[src/rtl/ctrl_pkg.sv]
// Shared types for the datapath sequencing controller: command opcodes,
// controller states and the default command word layout.
package ctrl_pkg;

  localparam int IDX_W_DEF = 3;

  typedef enum logic [1:0] {
    OP_WRITE  = 2'b00,
    OP_CLEAR  = 2'b01,
    OP_COMMIT = 2'b10,
    OP_RSVD   = 2'b11
  } cmd_op_e;

  typedef enum logic [1:0] {
    ST_IDLE,
    ST_CLEAR,
    ST_WRITE,
    ST_COMMIT
  } state_e;

  typedef struct packed {
    cmd_op_e              op;
    logic [IDX_W_DEF-1:0] index;
    logic                 value;
  } cmd_t;

endpackage

[src/rtl/cmd_fifo.sv]
// Synchronous command FIFO. Pointers carry one extra wrap bit so full and
// empty fall out of a plain pointer comparison.
module cmd_fifo
  import ctrl_pkg::*;
#(
  parameter type cmd_type = cmd_t,
  parameter int  DEPTH    = 4
) (
  input  logic    clk,
  input  logic    reset,
  input  logic    push,
  input  cmd_type push_data,
  input  logic    pop,
  output cmd_type head,
  output logic    full,
  output logic    empty
);

  localparam int AW = $clog2(DEPTH);
  localparam int PW = AW + 1;

  logic [PW-1:0] wr_ptr;
  logic [PW-1:0] rd_ptr;
  cmd_type       mem [DEPTH];
  logic          push_ok;
  logic          pop_ok;

  assign full    = (wr_ptr[AW] != rd_ptr[AW]) && (wr_ptr[AW-1:0] == rd_ptr[AW-1:0]);
  assign empty   = (wr_ptr == rd_ptr);
  assign push_ok = push && !full;
  assign pop_ok  = pop && !empty;
  assign head    = mem[rd_ptr[AW-1:0]];

  always_ff @(posedge clk or negedge reset) begin
    if (!reset) begin
      wr_ptr <= '0;
      rd_ptr <= '0;
    end else begin
      if (push_ok) wr_ptr <= wr_ptr + PW'(1);
      if (pop_ok)  rd_ptr <= rd_ptr + PW'(1);
    end
  end

  // Storage needs no reset: an entry is only read after it has been written.
  always_ff @(posedge clk) begin
    if (push_ok) mem[wr_ptr[AW-1:0]] <= push_data;
  end

endmodule

[src/rtl/datapath_seq_ctrl.sv]
// Sequencing controller for the clear / bit-write / publish datapath: buffers
// commands, issues one-cycle stage enables in order and auto-commits when idle.
module datapath_seq_ctrl
  import ctrl_pkg::*;
#(
  parameter int IDX_W          = IDX_W_DEF,
  parameter int FIFO_DEPTH     = 4,
  parameter int COMMIT_TIMEOUT = 16
) (
  input  logic             clk,
  input  logic             reset,
  input  logic             cmd_valid,
  output logic             cmd_ready,
  input  logic [1:0]       cmd_op,
  input  logic [IDX_W-1:0] cmd_index,
  input  logic             cmd_value,
  output logic             d1_en,
  output logic             d2_en,
  output logic             d3_en,
  output logic [IDX_W-1:0] bit_index,
  output logic             bit_value,
  output logic             busy,
  output logic             dirty,
  output logic             err_op
);

  localparam int TIMER_W = (COMMIT_TIMEOUT > 1) ? $clog2(COMMIT_TIMEOUT) : 1;
  localparam logic [TIMER_W-1:0] TIMER_LAST = TIMER_W'(COMMIT_TIMEOUT - 1);

  typedef struct packed {
    cmd_op_e          op;
    logic [IDX_W-1:0] index;
    logic             value;
  } cmd_word_t;

  cmd_word_t          push_cmd;
  cmd_word_t          head_cmd;
  logic               fifo_full;
  logic               fifo_empty;
  logic               push;
  logic               pop;
  logic               expire;
  logic               ready_q;
  state_e             state;
  logic [TIMER_W-1:0] timer;

  assign cmd_ready = ready_q && !fifo_full;
  assign push      = cmd_valid && cmd_ready;
  assign push_cmd  = '{op: cmd_op_e'(cmd_op), index: cmd_index, value: cmd_value};

  // Auto-commit outranks a waiting command so pending writes are published first.
  assign expire = (state == ST_IDLE) && dirty && (timer == TIMER_LAST);
  assign pop    = (state == ST_IDLE) && !fifo_empty && !expire;
  assign busy   = (state != ST_IDLE) || !fifo_empty;

  cmd_fifo #(
    .cmd_type (cmd_word_t),
    .DEPTH    (FIFO_DEPTH)
  ) u_cmd_fifo (
    .clk       (clk),
    .reset     (reset),
    .push      (push),
    .push_data (push_cmd),
    .pop       (pop),
    .head      (head_cmd),
    .full      (fifo_full),
    .empty     (fifo_empty)
  );

  // Each execute state lasts one cycle and raises its enable on the way back to IDLE.
  always_ff @(posedge clk or negedge reset) begin
    if (!reset) begin
      state     <= ST_IDLE;
      timer     <= '0;
      ready_q   <= 1'b0;
      d1_en     <= 1'b0;
      d2_en     <= 1'b0;
      d3_en     <= 1'b0;
      err_op    <= 1'b0;
      dirty     <= 1'b0;
      bit_index <= '0;
      bit_value <= 1'b0;
    end else begin
      ready_q <= 1'b1;
      d1_en   <= 1'b0;
      d2_en   <= 1'b0;
      d3_en   <= 1'b0;
      err_op  <= 1'b0;
      case (state)
        ST_IDLE: begin
          if (expire) begin
            state <= ST_COMMIT;
            timer <= '0;
          end else if (pop) begin
            case (head_cmd.op)
              OP_WRITE: begin
                state     <= ST_WRITE;
                bit_index <= head_cmd.index;
                bit_value <= head_cmd.value;
              end
              OP_CLEAR:  state  <= ST_CLEAR;
              OP_COMMIT: state  <= ST_COMMIT;
              OP_RSVD:   err_op <= 1'b1;
            endcase
          end else if (dirty) begin
            timer <= timer + TIMER_W'(1);
          end else begin
            timer <= '0;
          end
        end
        ST_CLEAR: begin
          d1_en <= 1'b1;
          dirty <= 1'b1;
          timer <= '0;
          state <= ST_IDLE;
        end
        ST_WRITE: begin
          d2_en <= 1'b1;
          dirty <= 1'b1;
          timer <= '0;
          state <= ST_IDLE;
        end
        ST_COMMIT: begin
          d3_en <= 1'b1;
          dirty <= 1'b0;
          timer <= '0;
          state <= ST_IDLE;
        end
      endcase
    end
  end

endmodule
[config.mk]
export PLATFORM = sky130hd
export DESIGN_NAME = datapath_seq_ctrl
export DESIGN_NICKNAME = d
export VERILOG_FILES = /design/src/rtl/ctrl_pkg.sv /design/src/rtl/cmd_fifo.sv /design/src/rtl/datapath_seq_ctrl.sv
export SDC_FILE = /design/constraint.sdc
export NUM_CORES = 1
export LEC_CHECK = 0
export BUFFER_PORTS_ARGS = -buffer_cell sky130_fd_sc_hd__clkbuf_2
export CELL_PAD_IN_SITES_DETAIL_PLACEMENT = 0
export CELL_PAD_IN_SITES_GLOBAL_PLACEMENT = 2
export CORE_AREA = 2 2 76 78
export CTS_BUF_LIST = sky130_fd_sc_hd__clkbuf_4 sky130_fd_sc_hd__clkbuf_8
export DETAILED_ROUTE_END_ITERATION = 8
export DIE_AREA = 0 0 78 80
export GPL_ROUTABILITY_DRIVEN = 0
export PLACE_DENSITY_LB_ADDON = 0.1
export SKIP_LAST_GASP = 1
export SLEW_MARGIN = 20
export SYNTH_ARGS = -nofsm -noshare
export SYNTH_HDL_FRONTEND = slang
export SYNTH_HIERARCHICAL = 1
export SYNTH_SLANG_ARGS = --single-unit
[constraint.sdc]
create_clock -name clk -period 5.3 [get_ports clk]
set_clock_uncertainty 0.05 [all_clocks]
set_input_delay 0.795 -clock clk [delete_from_list [all_inputs] [get_ports clk]]
set_output_delay 0.795 -clock clk [all_outputs]
set_load 0.02 [all_outputs]
==> results of run 1 <==
==> cell type report <==
type	instances	area, sq um	share of cell area [%]
clock buffers	5	68.82	2.815
clock inverters	3	26.28	1.075
inverters	6	22.52	0.9212
multi-input cells	94	870.8	35.62
flip-flops and latches	46	1271	52.00
well taps	72	90.09	3.685
repair buffers	19	95.09	3.889
==> state kept, by name (all words and copies together), names as in the netlist <==
register / count
timer: 4
bit_value: 1
d1_en: 1
u_cmd_fifo/rd_ptr: 3
state: 2
d2_en: 1
d3_en: 1
u_cmd_fifo/mem: 24
ready_q: 1
dirty: 1
u_cmd_fifo/wr_ptr: 3
bit_index: 3
err_op: 1
==> final timing paths <==
path,slack [ns],start,end,cells after the start
setup / recovery,1.86,u_cmd_fifo/rd_ptr[0],busy,4
hold / removal,0.43,reset,timer[2],1
setup reg to reg,2.35,u_cmd_fifo/rd_ptr[0],u_cmd_fifo/rd_ptr[1],7
hold reg to reg,0.46,bit_value,bit_value,1
max in group asynchronous,4.38,reset,u_cmd_fifo/rd_ptr[0],1
min in group clk,0.46,bit_value,bit_value,1
==> stage by stage <==
stage / worst slack [ns] / instances / utilization [%] / hold slack [ns]
6_report: 1.860 / 245 / 45.23 / 0.4344
3_5_place_dp: 2.172 / 237 / 43.47 / 0.4407
4_1_cts: 1.832 / 245 / 45.23 / 0.4475
2_1_floorplan: 3.041 / 152 / - / 0.4440
3_3_place_gp: 2.232 / 237 / 43.47 / 0.4502
5_1_grt: 1.675 / 245 / 45.23 / 0.4621
==> critical path, cell delays in order (launching register included) <==
cell and delay, ns:
sky130_fd_sc_hd__dfrtp_1 0.75, sky130_fd_sc_hd__xor2_2 0.25, sky130_fd_sc_hd__nor3_1 0.96, sky130_fd_sc_hd__nand2_1 0.13, sky130_fd_sc_hd__clkbuf_2 0.21
==> power by group through the flow <==
stage	sequential (mW)	clock [mW]	combinational (mW)
2_1_floorplan	0.573	0	0.542
3_3_place_gp	0.591	0	0.655
3_5_place_dp	0.592	0	0.656
4_1_cts	0.586	0.234	0.662
5_1_grt	0.603	0.251	0.722
6_report	0.583	0.223	0.652
==> metal layers <==
metal	vias up	wire, microns	global-route usage, %
met5	-	0	0
li1	596	-	-
met2	24	1880	22.84
met4	0	25	4.737
met1	619	1588	15.92
met3	2	148	3.733
==> kinds of logic (layout without fill, tap and decap cells) <==
logic type               after synthesis  after routing  synth area share (%)
flip-flops                            46             46                 57.56
buffers and inverters                 12             33                 3.003
multiplexers                          10             10                 8.839
adder cells (fa/ha/maj)                9              9                 5.099
AND/OR/NAND/NOR                       42             42                 11.73
AO/OA/AOI/OAI                         23             23                 9.009
XOR/XNOR                               9              9                 4.589
other                                  1              1                0.1698
==> placed cells by master, fill, tap and decap left out, types with 2 or more instances in the layout <==
master,synthesis,layout
sky130_fd_sc_hd__and3_1,3,3
sky130_fd_sc_hd__nand3b_1,2,2
sky130_fd_sc_hd__nor2b_1,5,5
sky130_fd_sc_hd__nor2_1,3,3
sky130_fd_sc_hd__xor2_1,2,2
sky130_fd_sc_hd__nand2b_1,3,3
sky130_fd_sc_hd__ha_1,9,9
sky130_fd_sc_hd__inv_6,0,3
sky130_fd_sc_hd__mux4_2,6,6
sky130_fd_sc_hd__nor3_1,2,2
sky130_fd_sc_hd__a21oi_1,10,10
sky130_fd_sc_hd__edfxtp_1,24,24
sky130_fd_sc_hd__o21ai_0,2,2
sky130_fd_sc_hd__mux2_4,4,4
sky130_fd_sc_hd__dfrtp_1,22,22
sky130_fd_sc_hd__nand4_1,3,3
sky130_fd_sc_hd__xor2_2,2,2
sky130_fd_sc_hd__nand3_1,3,3
sky130_fd_sc_hd__o31ai_2,4,4
sky130_fd_sc_hd__a211oi_2,2,2
sky130_fd_sc_hd__xnor2_1,4,4
sky130_fd_sc_hd__nand2_1,8,8
sky130_fd_sc_hd__clkbuf_2,0,19
sky130_fd_sc_hd__inv_1,6,6
sky130_fd_sc_hd__clkbuf_8,0,5
sky130_fd_sc_hd__and2_1,2,2
==> metrics.csv, run 1 <==
metric,value,unit
run status,"finished, final reports clean",
post-synthesis cell area,0.002208,sq mm
placement-stage cell area,0.002350,sq mm
largest net degree at the start of global routing,23,
number of buffers inserted by hold repair at cts,0,
"Gates resized, CTS repair",0,
routed vias,1241,
synth top area cells,"sky130_fd_sc_hd__edfxtp_1 (33%), sky130_fd_sc_hd__dfrtp_1 (25%), sky130_fd_sc_hd__mux4_2 (6.1%), sky130_fd_sc_hd__ha_1 (5.1%), sky130_fd_sc_hd__mux2_4 (2.7%)",
arrival time at the worst endpoint,2.59,ns
number of max-cap violations,0,
I/O pin cnt,20,
Antenna Diode Count,0,
total of endpoints with negative setup slack in the final report,0,
most used standard cells in the synthesized netlist,"sky130_fd_sc_hd__edfxtp_1 (24), sky130_fd_sc_hd__dfrtp_1 (22), sky130_fd_sc_hd__a21oi_1 (10), sky130_fd_sc_hd__ha_1 (9), sky130_fd_sc_hd__nand2_1 (8)",
final critical-path share of the clock period,64.90,%
Critical Path Start Type,register,
library cell with the largest summed area after synthesis,sky130_fd_sc_hd__edfxtp_1,
Max H-tree Level,2,
number of flops mapped to enable cells by yosys,24,
initial antenna violation count,0,
sequential group share of total power,40.0,%
grt total ovfl,0,
register bit total from synthesis,46,
worst-case vdd ir drop,0.0001910,V
Chip Height,80,microns
first-pass GRT wire length,6.230,mm
fraction of registers with async set/reset,47.83,%
post-route standard cell area excluding fillers,0.002445,sq mm
minimum clock period,3.440,ns
clock tree root buffer cell,sky130_fd_sc_hd__clkbuf_8,
most frequently used cell type in the post-synthesis netlist,sky130_fd_sc_hd__edfxtp_1,
CP Max Fanout,10,
critical setup path kind,register to primary output,
setup repair after global routing missed its margin,no,
Remaining DRCs,0,
maximum operating frequency,290.7,MHz
fraction of final layout cells sized beyond drive strength 1,31.21,%
total wire length after detailed routing,3.642,mm
insertion delay to the later sink of the worst-skew pair,0.30,ns
# Post-CTS Setup Buffers,0,
Gate power share,44.7,%
GRT Util Overall,13.26,%
flip-flop cell with the highest count after synthesis,sky130_fd_sc_hd__edfxtp_1,
top-area cell type share of the netlist area,32.63,%
routed length per instance,14.87,microns
power spent charging and discharging nets,0.6013,mW
number of standard cells after synthesis,152,
clk buf depth,2,
part of the total power dissipated in the clock network,15.3,%
Die ar.,0.006240,sq mm
post-route total power,1.458,mW
final number of max-transition violations,0,
effective utilization at floorplan,40.86,%
total number of nets in the final design,190,
# clock sinks,46,
Layout Area Growth over Synthesis,10.71,%
first-pass detailed-route iteration total,4,
Synth cell types,42,
average cell area after synthesis,14.53,sq um
worst min-delay path class,input port to async pin,
clock-pin slew reported for the worst setup and hold paths after clock tree synthesis,0.09,ns
Worst Tran Pin Value,1.151,ns
count of endpoints failing hold in the final timing report,0,
Max transition margin,22.71,%
Worst Path Required,4.45,ns
Crit. End Element,primary output,
"Net Count, Synth",170,
number of port buffers,19,
fraction of power spent switching nets,41.24,%
number of buffers added by the clock tree synthesis step,5,
setup total negative slack,0,ns
reported leakage power,0.9803,nW
number of fillers in the final layout,503,
number of standard-cell rows in the floorplan,27,
area of the placeable core,0.005405,sq mm
power density normalized to cell area,596.5,mW/mm^2
placed wire-length estimate after detailed placement,2.606,mm
number of warnings printed during yosys synthesis,6,
clock tree from TritonCTS,yes,
detailed-route vias per instance,5.065,
horizontal die dimension,78,microns
antenna-violating nets left,0,
proportion of synthesized chip area in sequential cells,57.56,%
internal cell power,0.8569,mW
number of global-route vias before repair,1257,
Iteration-0 DRC Markers,41,
Power figures use the tool's default switching activity.
==> inputs of run 2 (changes only) <==
clock period = 3.4 ns   (was 5.3 ns; I/O delays follow)
==> run 2 against run 1 <==
Net effect:
- first-iteration DRC count did not move
- sequential share of layout area fell by 0.53 points
- highest routed layer unchanged
- sequential cell count did not move
- cell area rose by 1.0%
- worst hold slack got worse by 0.30 ns
- clock-buffer cell count did not move
- clock power rose by 82%
- combinational power rose by 56%
- sequential power rose by 57%
==> metrics.csv, run 2 (synthesis gave the netlist of run 1 again) <==
metric,value,unit,change
run status,"finished, final reports clean",,unchanged
Max transition margin,58.91,%,was 22.71%
clock tree from TritonCTS,yes,,unchanged
Crit. End Element,register,,was primary output
master of the slowest instance on the critical path,sky130_fd_sc_hd__dfrtp_1,,was sky130_fd_sc_hd__nor3_1
clk buf depth,2,,unchanged
reg-to-reg critical path endpoint,u_cmd_fifo/mem[3][1],,was u_cmd_fifo/rd_ptr[1]
slack of the worst reg-to-reg path,0.89,ns,was 2.35 ns
power spent charging and discharging nets,0.9250,mW,was 0.6013 mW
CP Max Fanout,10,,unchanged
grt total ovfl,0,,unchanged
number of buffers inserted by hold repair at cts,0,,unchanged
routed vias,1232,,was 1241
Critical Path Start Type,register,,unchanged
worst-path cell chain,xnor2_2 -> nand3_2 -> inv_1 -> nor2b_1 -> and2_1 -> nand2_1 -> a31oi_2,,was xor2_2 -> nor3_1 -> nand2_1 -> clkbuf_2
Remaining DRCs,0,,unchanged
I/O pin cnt,20,,unchanged
largest net degree at the start of global routing,23,,unchanged
total of endpoints with negative setup slack in the final report,0,,unchanged
fraction of power spent switching nets,39.50,%,was 41.24%
total number of nets in the final design,191,,was 190
maximum operating frequency,398.3,MHz,
worst slack on hold paths,0.1359,ns,was 0.4344 ns
power density normalized to cell area,948.0,mW/mm^2,was 596.5 mW/mm^2
Chip Height,80,microns,unchanged
total wire length after detailed routing,3.666,mm,was 3.642 mm
Worst Path Required,3.29,ns,was 4.45 ns
Max H-tree Level,2,,unchanged
critical setup path kind,register to register,,was register to primary output
Antenna Diode Count,0,,unchanged
max reg flops,24,,unchanged
fraction of final layout cells sized beyond drive strength 1,31.61,%,was 31.21%
GRT Util Overall,13.14,%,was 13.26%
setup repair after global routing missed its margin,no,,unchanged
"most common cell after layout, fill and taps aside",sky130_fd_sc_hd__edfxtp_1,,unchanged
clock-pin slew reported for the worst setup and hold paths after clock tree synthesis,0.09,ns,about the same
post-route standard cell area excluding fillers,0.002470,sq mm,was 0.002445 sq mm
Iteration-0 DRC Markers,41,,unchanged
arrival time at the worst endpoint,2.40,ns,was 2.59 ns
number of port buffers,19,,unchanged
placement-stage cell area,0.002357,sq mm,was 0.002350 sq mm
setup total negative slack,0,ns,unchanged
area of the placeable core,0.005405,sq mm,unchanged
Layout Area Growth over Synthesis,11.84,%,was 10.71%
Die ar.,0.006240,sq mm,unchanged
number of max-cap violations,0,,unchanged
Worst Tran Pin Value,0.6164,ns,was 1.151 ns
"Gates resized, CTS repair",0,,unchanged
routed length per instance,14.90,microns,was 14.87 microns
first-pass detailed-route iteration total,4,,unchanged
count of cells along the worst register-to-register path,7,,unchanged
effective utilization at floorplan,40.86,%,unchanged
number of buffers added by the clock tree synthesis step,5,,unchanged
# Post-CTS Setup Buffers,0,,unchanged
internal cell power,1.417,mW,was 0.8569 mW
number of global-route vias before repair,1227,,was 1257
first-pass GRT wire length,6.030,mm,was 6.230 mm
antenna-violating nets left,0,,unchanged
final number of max-transition violations,0,,unchanged
Crit path max-delay family,flip-flops,,was simple AND/OR/NAND/NOR gates
minimum clock period,2.511,ns,
final critical-path share of the clock period,73.85,%,
reported leakage power,0.9945,nW,was 0.9803 nW
worst min-delay path class,input port to async pin,,unchanged
part of the total power dissipated in the clock network,17.3,%,was 15.3%
clock tree root buffer cell,sky130_fd_sc_hd__clkbuf_8,,unchanged
number of standard-cell rows in the floorplan,27,,unchanged
insertion delay to the later sink of the worst-skew pair,0.30,ns,about the same
horizontal die dimension,78,microns,unchanged
count of endpoints failing hold in the final timing report,0,,unchanged
placed wire-length estimate after detailed placement,2.673,mm,was 2.606 mm
# clock sinks,46,,unchanged
detailed-route vias per instance,5.008,,was 5.065
"leading cell types in the layout, fill and taps excluded","sky130_fd_sc_hd__edfxtp_1 (24), sky130_fd_sc_hd__dfrtp_1 (22), sky130_fd_sc_hd__clkbuf_2 (19)",,unchanged
Worst path max stage delay,0.74,ns,was 0.96 ns
worst-case vdd ir drop,0.0003424,V,was 0.0001910 V
initial antenna violation count,0,,unchanged
Critical R2R Launch,u_cmd_fifo/rd_ptr[0],,unchanged
CP Buf/Inv Count,1,,unchanged
sequential group share of total power,39.0,%,was 40.0%
Gate power share,43.7,%,was 44.7%
run 2: layer usage:
layer  global-route usage [%]  share of wire (%)  routed length [microns]
met1                    15.64                 45                     1633
met2                    23.02                 51                     1868
met3                    3.394                3.3                      120
met4                    4.737                1.2                       44
met5                        0                  0                        0
run 2: how the worst max path moves through the flow:
stage,endpoint,from,cells past startpoint
6_report,u_cmd_fifo/mem[3][1],u_cmd_fifo/rd_ptr[0],7
5_1_grt,u_cmd_fifo/mem[3][4],u_cmd_fifo/rd_ptr[0],7
4_1_cts,u_cmd_fifo/mem[3][1],u_cmd_fifo/rd_ptr[0],7
3_5_place_dp,u_cmd_fifo/mem[3][3],u_cmd_fifo/rd_ptr[0],7
3_3_place_gp,u_cmd_fifo/mem[3][3],u_cmd_fifo/rd_ptr[0],7
2_1_floorplan,u_cmd_fifo/mem[3][0],u_cmd_fifo/rd_ptr[0],8
run 2: layout make-up:
class	instances	area [sq um]
Fill cell	504	2935
Sequential cell	46	1271
Multi-Input combinational cell	94	870.8
Timing Repair Buffer	20	102.6
Tap cell	72	90.09
Clock buffer	5	68.82
Clock inverter	3	43.79
Inverter	6	22.52
run 2: metrics by stage:
step | power (mW) | utilization [%] | setup slack [ns] | cells
final | 2.342 | 45.69 | 0.8891 | 246
after global routing | 2.521 | 45.69 | 0.6559 | 246
after CTS | 2.376 | 45.69 | 0.8410 | 246
after detailed placement | 1.960 | 43.61 | 0.8701 | 238
after global placement | 1.964 | 43.61 | 0.9093 | 238
after floorplan | 1.737 | - | 1.141 | 152
run 2: power groups by stage:
stage,combinational [mW],clock (mW),sequential [mW]
finish,1.02,0.405,0.913
global route,1.13,0.450,0.941
CTS,1.04,0.421,0.917
detailed placement,1.03,0,0.927
global placement,1.04,0,0.928
floorplan,0.845,0,0.892
